`src/rtl/systolic_pkg.sv`:
```
// Shared definitions for the systolic MAC array controller and its neighbours
// (operand skew buffers, result drain logic).
//   state_e    : controller sequencing states; IDLE is encoded as 0 so that a
//                cleared debug state reads as IDLE.
//   cnt_width  : width of a phase counter able to hold
//                k_len + 2*(array_dim-1) without overflow.
package systolic_pkg;

  typedef enum logic [2:0] {
    ST_IDLE  = 3'd0,
    ST_CLEAR = 3'd1,
    ST_RUN   = 3'd2,
    ST_FLUSH = 3'd3,
    ST_DRAIN = 3'd4
  } state_e;

  function automatic int cnt_width(input int depth_w, input int array_dim);
    return depth_w + $clog2(2 * array_dim);
  endfunction

endpackage

```
`src/rtl/systolic_mac_ctrl.sv`:
```
// Sequencing controller for an ARRAY_DIM x ARRAY_DIM systolic MAC array.
// One pass per start pulse: CLEAR the PEs, RUN k_len + 2*(ARRAY_DIM-1)
// wavefronts, FLUSH the two-stage MAC pipeline, then DRAIN result rows.
//
// Ports:
//   clk, reset          clock; asynchronous active-high reset
//   start, k_len        launch a pass (sampled only in IDLE), inner dimension
//   busy, done          pass in progress; one-cycle completion pulse
//   mac_clr             synchronous clear to all PEs
//   load_en/mult_en/acc_en  shared PE operand/product/accumulator enables
//   rd_en, rd_addr      operand buffer read strobe and index
//   out_valid, out_ready, out_row  result row handshake and row select
//   dbg_state           current controller state (systolic_pkg::state_e)
//
// Handshake: a row transfers on a rising edge where out_valid && out_ready.
// out_valid stays high and out_row stays stable until that transfer; out_ready
// may be driven freely by the consumer.
//
// Every output is a flop. Next-cycle output values are decoded from the
// next-state/next-counter values so the outputs are exactly Moore outputs of
// the state they are shown in, without a combinational path to the ports.
module systolic_mac_ctrl
  import systolic_pkg::*;
#(
  parameter int ARRAY_DIM = 4,
  parameter int DEPTH_W   = 8,
  parameter int CNT_W     = cnt_width(DEPTH_W, ARRAY_DIM)
) (
  input  logic                         clk,
  input  logic                         reset,
  input  logic                         start,
  input  logic [DEPTH_W-1:0]           k_len,
  output logic                         busy,
  output logic                         done,
  output logic                         mac_clr,
  output logic                         load_en,
  output logic                         mult_en,
  output logic                         acc_en,
  output logic                         rd_en,
  output logic [DEPTH_W-1:0]           rd_addr,
  output logic                         out_valid,
  input  logic                         out_ready,
  output logic [$clog2(ARRAY_DIM)-1:0] out_row,
  output logic [2:0]                   dbg_state
);

  localparam int ROW_W = $clog2(ARRAY_DIM);
  localparam logic [ROW_W-1:0] LAST_ROW = ROW_W'(ARRAY_DIM - 1);

  state_e               state_q, state_d;
  logic [CNT_W-1:0]     cnt_q, cnt_d;
  logic [ROW_W-1:0]     row_q, row_d;
  logic [DEPTH_W-1:0]   k_len_q, k_len_d;
  logic [CNT_W-1:0]     run_len;
  logic [CNT_W-1:0]     k_ext_d;

  logic                 busy_q, busy_d;
  logic                 done_q, done_d;
  logic                 mac_clr_q, mac_clr_d;
  logic                 load_en_q, load_en_d;
  logic                 mult_en_q, mult_en_d;
  logic                 acc_en_q, acc_en_d;
  logic                 rd_en_q, rd_en_d;
  logic [DEPTH_W-1:0]   rd_addr_q, rd_addr_d;
  logic                 out_valid_q, out_valid_d;
  logic [ROW_W-1:0]     out_row_q, out_row_d;

  // RUN length L = k_len + 2*(ARRAY_DIM-1): the extra 2*(ARRAY_DIM-1)
  // wavefronts let the skewed operands reach the far corner PE.
  assign run_len = {{(CNT_W-DEPTH_W){1'b0}}, k_len_q} + CNT_W'(2 * (ARRAY_DIM - 1));

  always_comb begin
    state_d = state_q;
    cnt_d   = cnt_q;
    row_d   = row_q;
    k_len_d = k_len_q;
    done_d  = 1'b0;

    unique case (state_q)
      ST_IDLE: begin
        if (start) begin
          state_d = ST_CLEAR;
          k_len_d = k_len;
          cnt_d   = '0;
          row_d   = '0;
        end
      end
      ST_CLEAR: begin
        cnt_d   = '0;
        row_d   = '0;
        // An empty inner dimension leaves the cleared accumulators as result.
        state_d = (k_len_q != '0) ? ST_RUN : ST_DRAIN;
      end
      ST_RUN: begin
        if (cnt_q == run_len - CNT_W'(1)) begin
          state_d = ST_FLUSH;
          cnt_d   = '0;
        end else begin
          cnt_d = cnt_q + CNT_W'(1);
        end
      end
      ST_FLUSH: begin
        // cnt 0 = f0 (product of last operands), cnt 1 = f1 (final accumulate).
        if (cnt_q != '0) begin
          state_d = ST_DRAIN;
          cnt_d   = '0;
          row_d   = '0;
        end else begin
          cnt_d = CNT_W'(1);
        end
      end
      ST_DRAIN: begin
        // out_valid is high throughout DRAIN, so out_ready alone means transfer.
        if (out_ready) begin
          if (row_q == LAST_ROW) begin
            state_d = ST_IDLE;
            done_d  = 1'b1;
            row_d   = '0;
          end else begin
            row_d = row_q + ROW_W'(1);
          end
        end
      end
      default: state_d = ST_IDLE;
    endcase

    k_ext_d     = {{(CNT_W-DEPTH_W){1'b0}}, k_len_d};
    busy_d      = (state_d != ST_IDLE);
    mac_clr_d   = (state_d == ST_CLEAR);
    load_en_d   = (state_d == ST_RUN);
    mult_en_d   = ((state_d == ST_RUN) && (cnt_d >= CNT_W'(1))) ||
                  ((state_d == ST_FLUSH) && (cnt_d == '0));
    acc_en_d    = ((state_d == ST_RUN) && (cnt_d >= CNT_W'(2))) ||
                  (state_d == ST_FLUSH);
    rd_en_d     = (state_d == ST_RUN) && (cnt_d < k_ext_d);
    rd_addr_d   = rd_en_d ? cnt_d[DEPTH_W-1:0] : '0;
    out_valid_d = (state_d == ST_DRAIN);
    out_row_d   = (state_d == ST_DRAIN) ? row_d : '0;
  end

  always_ff @(posedge clk or posedge reset) begin
    if (reset) begin
      state_q     <= ST_IDLE;
      cnt_q       <= '0;
      row_q       <= '0;
      k_len_q     <= '0;
      busy_q      <= 1'b0;
      done_q      <= 1'b0;
      mac_clr_q   <= 1'b0;
      load_en_q   <= 1'b0;
      mult_en_q   <= 1'b0;
      acc_en_q    <= 1'b0;
      rd_en_q     <= 1'b0;
      rd_addr_q   <= '0;
      out_valid_q <= 1'b0;
      out_row_q   <= '0;
    end else begin
      state_q     <= state_d;
      cnt_q       <= cnt_d;
      row_q       <= row_d;
      k_len_q     <= k_len_d;
      busy_q      <= busy_d;
      done_q      <= done_d;
      mac_clr_q   <= mac_clr_d;
      load_en_q   <= load_en_d;
      mult_en_q   <= mult_en_d;
      acc_en_q    <= acc_en_d;
      rd_en_q     <= rd_en_d;
      rd_addr_q   <= rd_addr_d;
      out_valid_q <= out_valid_d;
      out_row_q   <= out_row_d;
    end
  end

  assign busy      = busy_q;
  assign done      = done_q;
  assign mac_clr   = mac_clr_q;
  assign load_en   = load_en_q;
  assign mult_en   = mult_en_q;
  assign acc_en    = acc_en_q;
  assign rd_en     = rd_en_q;
  assign rd_addr   = rd_addr_q;
  assign out_valid = out_valid_q;
  assign out_row   = out_row_q;
  assign dbg_state = state_q;

endmodule

```
`config.mk`:
```
export PLATFORM = sky130hd
export DESIGN_NAME = systolic_mac_ctrl
export DESIGN_NICKNAME = d
export VERILOG_FILES = /design/src/rtl/systolic_pkg.sv /design/src/rtl/systolic_mac_ctrl.sv
export SDC_FILE = /design/constraint.sdc
export NUM_CORES = 1
export LEC_CHECK = 0
export ABC_AREA = 1
export CORE_MARGIN = 10
export CORE_UTILIZATION = 60
export DETAILED_ROUTE_END_ITERATION = 16
export GPL_ROUTABILITY_DRIVEN = 0
export PLACE_DENSITY = 0.82
export SLEW_MARGIN = 20
export SYNTH_ARGS = -nofsm -noshare
export SYNTH_HDL_FRONTEND = slang
export SYNTH_SLANG_ARGS = --single-unit
```
`constraint.sdc`:
```
create_clock -name clk -period 6 [get_ports clk]
set_clock_uncertainty 0.05 [all_clocks]
set_input_delay 1.2 -clock clk [delete_from_list [all_inputs] [get_ports clk]]
set_output_delay 1.2 -clock clk [all_outputs]
set_load 0.005 [all_outputs]
```
Word-level counts from Yosys, hierarchy flattened
Index checks and enable logic that the tools add are counted.
{"block": "totals", "register_bits": 42}
{"block": "classes", "reduce_logical": 11, "addsub": 4, "n_eq_ne": 10, "order_cmp": 3, "n_mux": 23}
{"op": "one-hot mux 11 bit (4 select lines)", "n": 1}
{"op": "2-to-1 mux 8 bit", "n": 3}
{"op": "2-to-1 mux 11 bit", "n": 2}
{"op": "2-to-1 mux 3 bit", "n": 6}
{"op": "one-hot mux 3 bit (5 select lines)", "n": 1}
{"op": "equality test 3 x 2 -> 1 bit (second input constant)", "n": 4}
{"op": "adder 11 x 1 -> 11 bit (second input constant)", "n": 1}
{"op": "equality test 11 bit", "n": 1}
{"op": "greater-or-equal comparator 11 x 1 -> 1 bit (second input constant)", "n": 1}
{"op": "greater-or-equal comparator 11 x 2 -> 1 bit (second input constant)", "n": 1}
{"op": "logical NOT 11 bit", "n": 1}
{"op": "less-than comparator 11 x 8 -> 1 bit", "n": 1}
{"op": "nonzero test 11 bit", "n": 1}
{"op": "2-to-1 mux 2 bit", "n": 5}
{"op": "subtractor 9 x 1 -> 10 bit (second input constant)", "n": 1}
{"op": "adder 8 x 3 -> 9 bit (second input constant)", "n": 1}
{"op": "one-hot mux 2 bit (4 select lines)", "n": 1}
{"op": "nonzero test 8 bit", "n": 1}
{"op": "equality test 3 x 1 -> 1 bit (second input constant)", "n": 2}
{"op": "equality test 3 bit (second input constant)", "n": 2}
{"op": "logical AND 1 bit", "n": 4}
{"op": "2-to-1 mux 1 bit", "n": 4}
{"op": "logical NOT 3 bit", "n": 1}
{"op": "nonzero test 3 bit", "n": 1}
{"op": "other kinds (3)", "n": 4}

Depth between registers and ports, before layout
{"block": "depth", "depth_word": 8, "mapped_depth": 21}

Worst setup path before layout
OpenSTA, ideal clock, no wires.
{"block": "synth_timing", "path_kind": "in2reg", "from": "input port start", "to": "register rd_addr_q[0] (netlist: rd_addr[0])", "setup_ns": 0.075, "cell_stages": 12, "t_arrival_ns": 2.751, "path_slack_ns": 3.124, "required_ns": 5.875, "path_buffers": 1, "path_cell_list": "inv_1 nor2_2 inv_1 clkbuf_1 o21ai_0 ha_1 a21o_1 nand4_1 nand2_1 nand2_2 nand4_4 nor2_1"}
{"block": "synth_via", "elab_chain_len": 5, "word_cells_on_any_way": 10}
{"element": "start: declaration", "line_no": "systolic_mac_ctrl.sv:31", "text": "input logic start,"}
{"element": "2-to-1 mux 11 bit, or another cell as far along", "line_no": "systolic_mac_ctrl.sv:81", "text": "if (start) begin"}
{"element": "one-hot mux 11 bit (4 select lines), or another cell as far along", "line_no": "systolic_mac_ctrl.sv:79", "text": "unique case (state_q)"}
{"element": "less-than comparator 11 x 8 -> 1 bit / equality test 3 x 2 -> 1 bit (equally long branches)", "line_no": "systolic_mac_ctrl.sv:135", "text": "rd_en_d = (state_d == ST_RUN) && (cnt_d < k_ext_d);"}
{"element": "logical AND 1 bit", "line_no": "systolic_mac_ctrl.sv:135"}
{"element": "2-to-1 mux 8 bit *", "line_no": "systolic_mac_ctrl.sv:136", "text": "rd_addr_d = rd_en_d ? cnt_d[DEPTH_W-1:0] : '0;"}
{"element": "named net rd_addr_d[0]", "line_no": "systolic_mac_ctrl.sv:64", "text": "logic [DEPTH_W-1:0] rd_addr_q, rd_addr_d;"}
{"element": "end signal: assignment", "line_no": "systolic_mac_ctrl.sv:169", "text": "rd_addr_q <= rd_addr_d;"}
{"element": "end: declaration", "line_no": "systolic_mac_ctrl.sv:64"}
The timed path passes the listed nets; every way through them passes the cells marked *.

Worst setup path after layout
{"block": "layout_timing", "from": "input port start", "to": "register rd_addr_q[0] (netlist: rd_addr[0])"}
{"block": "layout_via", "elab_chain_len": 5, "word_cells_on_any_way": 10}
{"element": "2-to-1 mux 11 bit", "line_no": "systolic_mac_ctrl.sv:81"}
{"element": "one-hot mux 11 bit (4 select lines)", "line_no": "systolic_mac_ctrl.sv:79"}
{"element": "named net cnt_d[2]", "line_no": "systolic_mac_ctrl.sv:51", "text": "logic [CNT_W-1:0] cnt_q, cnt_d;"}
{"element": "less-than comparator 11 x 8 -> 1 bit", "line_no": "systolic_mac_ctrl.sv:135"}
{"element": "logical AND 1 bit", "line_no": "systolic_mac_ctrl.sv:135"}
{"element": "2-to-1 mux 8 bit", "line_no": "systolic_mac_ctrl.sv:136"}
{"element": "named net rd_addr_d[0]", "line_no": "systolic_mac_ctrl.sv:64"}
The timed path passes the listed nets, and every way through them passes these cells.

==> run summary <==
full die area = 0.007521 mm²
first-pass GRT wire length = 11.31 mm
simple-gate share of the synthesized area = 35.04%
Setup WS post-layout = 2.550 ns
clock root cell = clkbuf_8
fin cells = 455
setup violators final = 0
GR Util All Layers = 18.44%
dpl cells = 447
RSZ-0062 raised after global routing = no
clock network fraction of design power = 14.3%
Peak VDD IR = 0.3097 mV
met2 usage = 29.80%
post-route clock period utilization = 57.50%
status = completed
min cycle time layout = 3.450 ns
syn nets = 388
FF+latch count, synth = 42
GRT met1 Usage = 24.35%
Setup WS pre-CTS = 2.302 ns
Clock Pin Slew Worst Setup and Hold Paths = 0.08 ns
Ys Warns = 0
CTS tree = built
vias in the first global route = 2362
critical path required time = 6.18 ns
final hold violations = 0
leading cell type in the layout, fill and taps excluded = nand2_1
Util after Layout = 72.69%
die width = 86.73 µm
share of cells above drive strength 1 = 9.677%
DRC violations left = 0
Inserted Diodes = 0
Via density = 5.444
hold crit path type = reg2reg
TritonCTS buffer count = 5
busiest grt layer = met2
initial core utilization = 61.78%
largest family of logic cells by synthesized area = simple AND/OR/NAND/NOR gates
met3 Track Usage GR = 3.752%
postcts setup bufs = 0
I/O Pins = 33
CP Launch Type = primary input
Post-Synth Adder-Cell Area = 5.152%
CTS Hold Bufs = 0
clk sinks = 42
Setup CP Type = in2reg
Seq/Total Area, Yosys = 39.34%
Die Y = 86.73 µm
PD cells = 428.0 mW/mm²
port buffer count = 32
Avg Cell Area, Syn = 7.319 µm²
Clock Latency Late Sink = 0.30 ns
Psw = 629.7 µW
H-tree depth = 2
initial antenna violation count = 0
Slew headroom = 54.50%
hpwl dp = 5.117 mm
Least-Margin Pin Slew = 0.6788 ns
initial DRC count = 260
worst hold margin = 0.5696 ns
Clock Tree Buf Depth = 2
DRT Pass-1 Iters = 9
FP Rows = 24
maxcap violations = 0
Lkg Pwr = 1.682 nW
Core Area = 0.004324 mm²
WL/cell = 14.61 µm
mux contribution to synthesized area = 0%
internal power = 715.6 µW
largest net degree at the start of global routing = 43
switching portion of total power = 46.81%
Post-Syn Instances = 365
final net count = 425
share of power burned in registers = 31.4%
Crit Path Max Fanout = 9
xor/xnor share of the synthesized area = 1.967%
post-synthesis cell type count = 37
Post-DRT Antenna Nets = 0
CP endpoint kind = flop
Comb pwr share = 54.3%
# resized after CTS = 0
routed wire length = 6.649 mm
Layout area overhead = 17.66%
CP arrival = 3.63 ns
Synth Area in Compound Gates = 8.056%
total global routing overflow = 0
Mapped Area = 0.002671 mm²
most frequent cells in the layout = 101 x nand2_1, 65 x inv_1, 42 x dfrtp_1, 32 x clkdlybuf4s50_1, 27 x nor2_1
Setup TNS Final = 0 ns
fmax = 289.9 MHz
via count = 2477
fin. max-slew vios = 0
layer usage:
layer / vias up / routed length [µm] / share of wire, %
met5: - / 0 / 0
met4: 0 / 97 / 1.5
met3: 11 / 475 / 7.1
met2: 95 / 3114 / 47
met1: 1132 / 2962 / 45
li1: 1239 / - / -
sequential cells by signal, indices dropped and copies added (netlist names):
register / count
busy: 1
mult_en: 1
k_len_q: 8
rd_en: 1
out_valid: 1
acc_en: 1
out_row: 2
rd_addr: 8
row_q: 2
cnt_q: 11
dbg_state: 3
load_en: 1
mac_clr: 1
done: 1
stage by stage:
| step | area [µm²] | power, mW |
|---|---|---|
| floorplan | 2671 | 0.9305 |
| global placement | 3048 | 1.130 |
| detailed placement | 3048 | 1.152 |
| CTS | 3143 | 1.349 |
| global route | 3143 | 1.468 |
| finish | 3143 | 1.345 |
synthesized netlist by cell type:
cell      count  area [µm²]
nand2_2       6       37.54
o21bai_1      1       7.510
xnor2_1       2       17.52
clkbuf_2      1       5.000
xor2_1        4       35.03
o311ai_0      1       8.760
nor3_4        1       16.27
a21oi_1       8       40.04
inv_1        65       244.0
nand3_2       1       10.01
a211oi_1      1       7.510
dfrtp_1      42        1051
ha_1         11       137.6
o21ai_0      15       75.07
nor3_1        6       30.03
nand3_1      23       115.1
o21ai_1       2       10.01
nand2_1     101       379.1
o21ai_2       2       17.52
nand4_1      16       100.1
nor3_2        1       10.01
a21o_1        1       7.510
clkbuf_1      1       3.750
o21bai_2      1       11.26
buf_4         1       7.510
nand2b_1      1       6.260
a31oi_1       1       6.260
inv_2         5       18.77
nand4_2       2       25.02
a32oi_1       1       8.760
nor2_2        9       56.30
nor4_4        1       21.27
nand4_4       1       21.27
a221oi_1      1       8.760
o22ai_1       1       6.260
nor2_1       27       101.4
nor4_1        1       6.260
worst max-delay path: stages:
cell and delay (ns):
clkdlybuf4s50_1 0.51, inv_1 0.08, a21oi_1 0.54, o21ai_0 0.27
ha_1 0.37, a21oi_1 0.17, nand2_1 0.10, nand2_2 0.09
nand4_4 0.16, nor2_1 0.14
final cells by class:
| class | count | area, µm² |
|---|---|---|
| clock buffers | 6 | 82.58 |
| clock inverters | 2 | 12.51 |
| fillers | 365 | 1181 |
| inverters | 70 | 262.8 |
| multi-input cells | 250 | 1341 |
| flip-flops and latches | 42 | 1051 |
| well taps | 52 | 65.06 |
| repair buffers | 33 | 327.8 |
power by group through the flow:
stage / clock network, mW / registers (mW) / logic [mW]
after global placement: 0 / 0.424 / 0.706
after CTS: 0.195 / 0.422 / 0.732
after floorplan: 0 / 0.410 / 0.520
after global routing: 0.206 / 0.432 / 0.830
final: 0.192 / 0.423 / 0.731
after detailed placement: 0 / 0.427 / 0.725
kinds of logic (layout without fill, tap and decap cells):
logic type	Yosys count	count (layout)
AO/OA/AOI/OAI	36	36
XOR/XNOR	6	6
adder cells (fa/ha/maj)	11	11
AND/OR/NAND/NOR	197	197
flip-flops	42	42
buffers and inverters	73	111
final timing paths:
kind	from	endpoint	slack, ns	cells past startpoint
setup / recovery	start	rd_addr[0]	2.55	10
hold / removal	row_q[0]	row_q[0]	0.57	3
setup reg to reg	k_len_q[0]	rd_addr[0]	2.89	20
hold reg to reg	row_q[0]	row_q[0]	0.57	3
max in group asynchronous	reset	cnt_q[5]	4.26	3
min in group asynchronous	reset	load_en	1.28	3
Note: power is estimated with default switching activity, not from simulation.
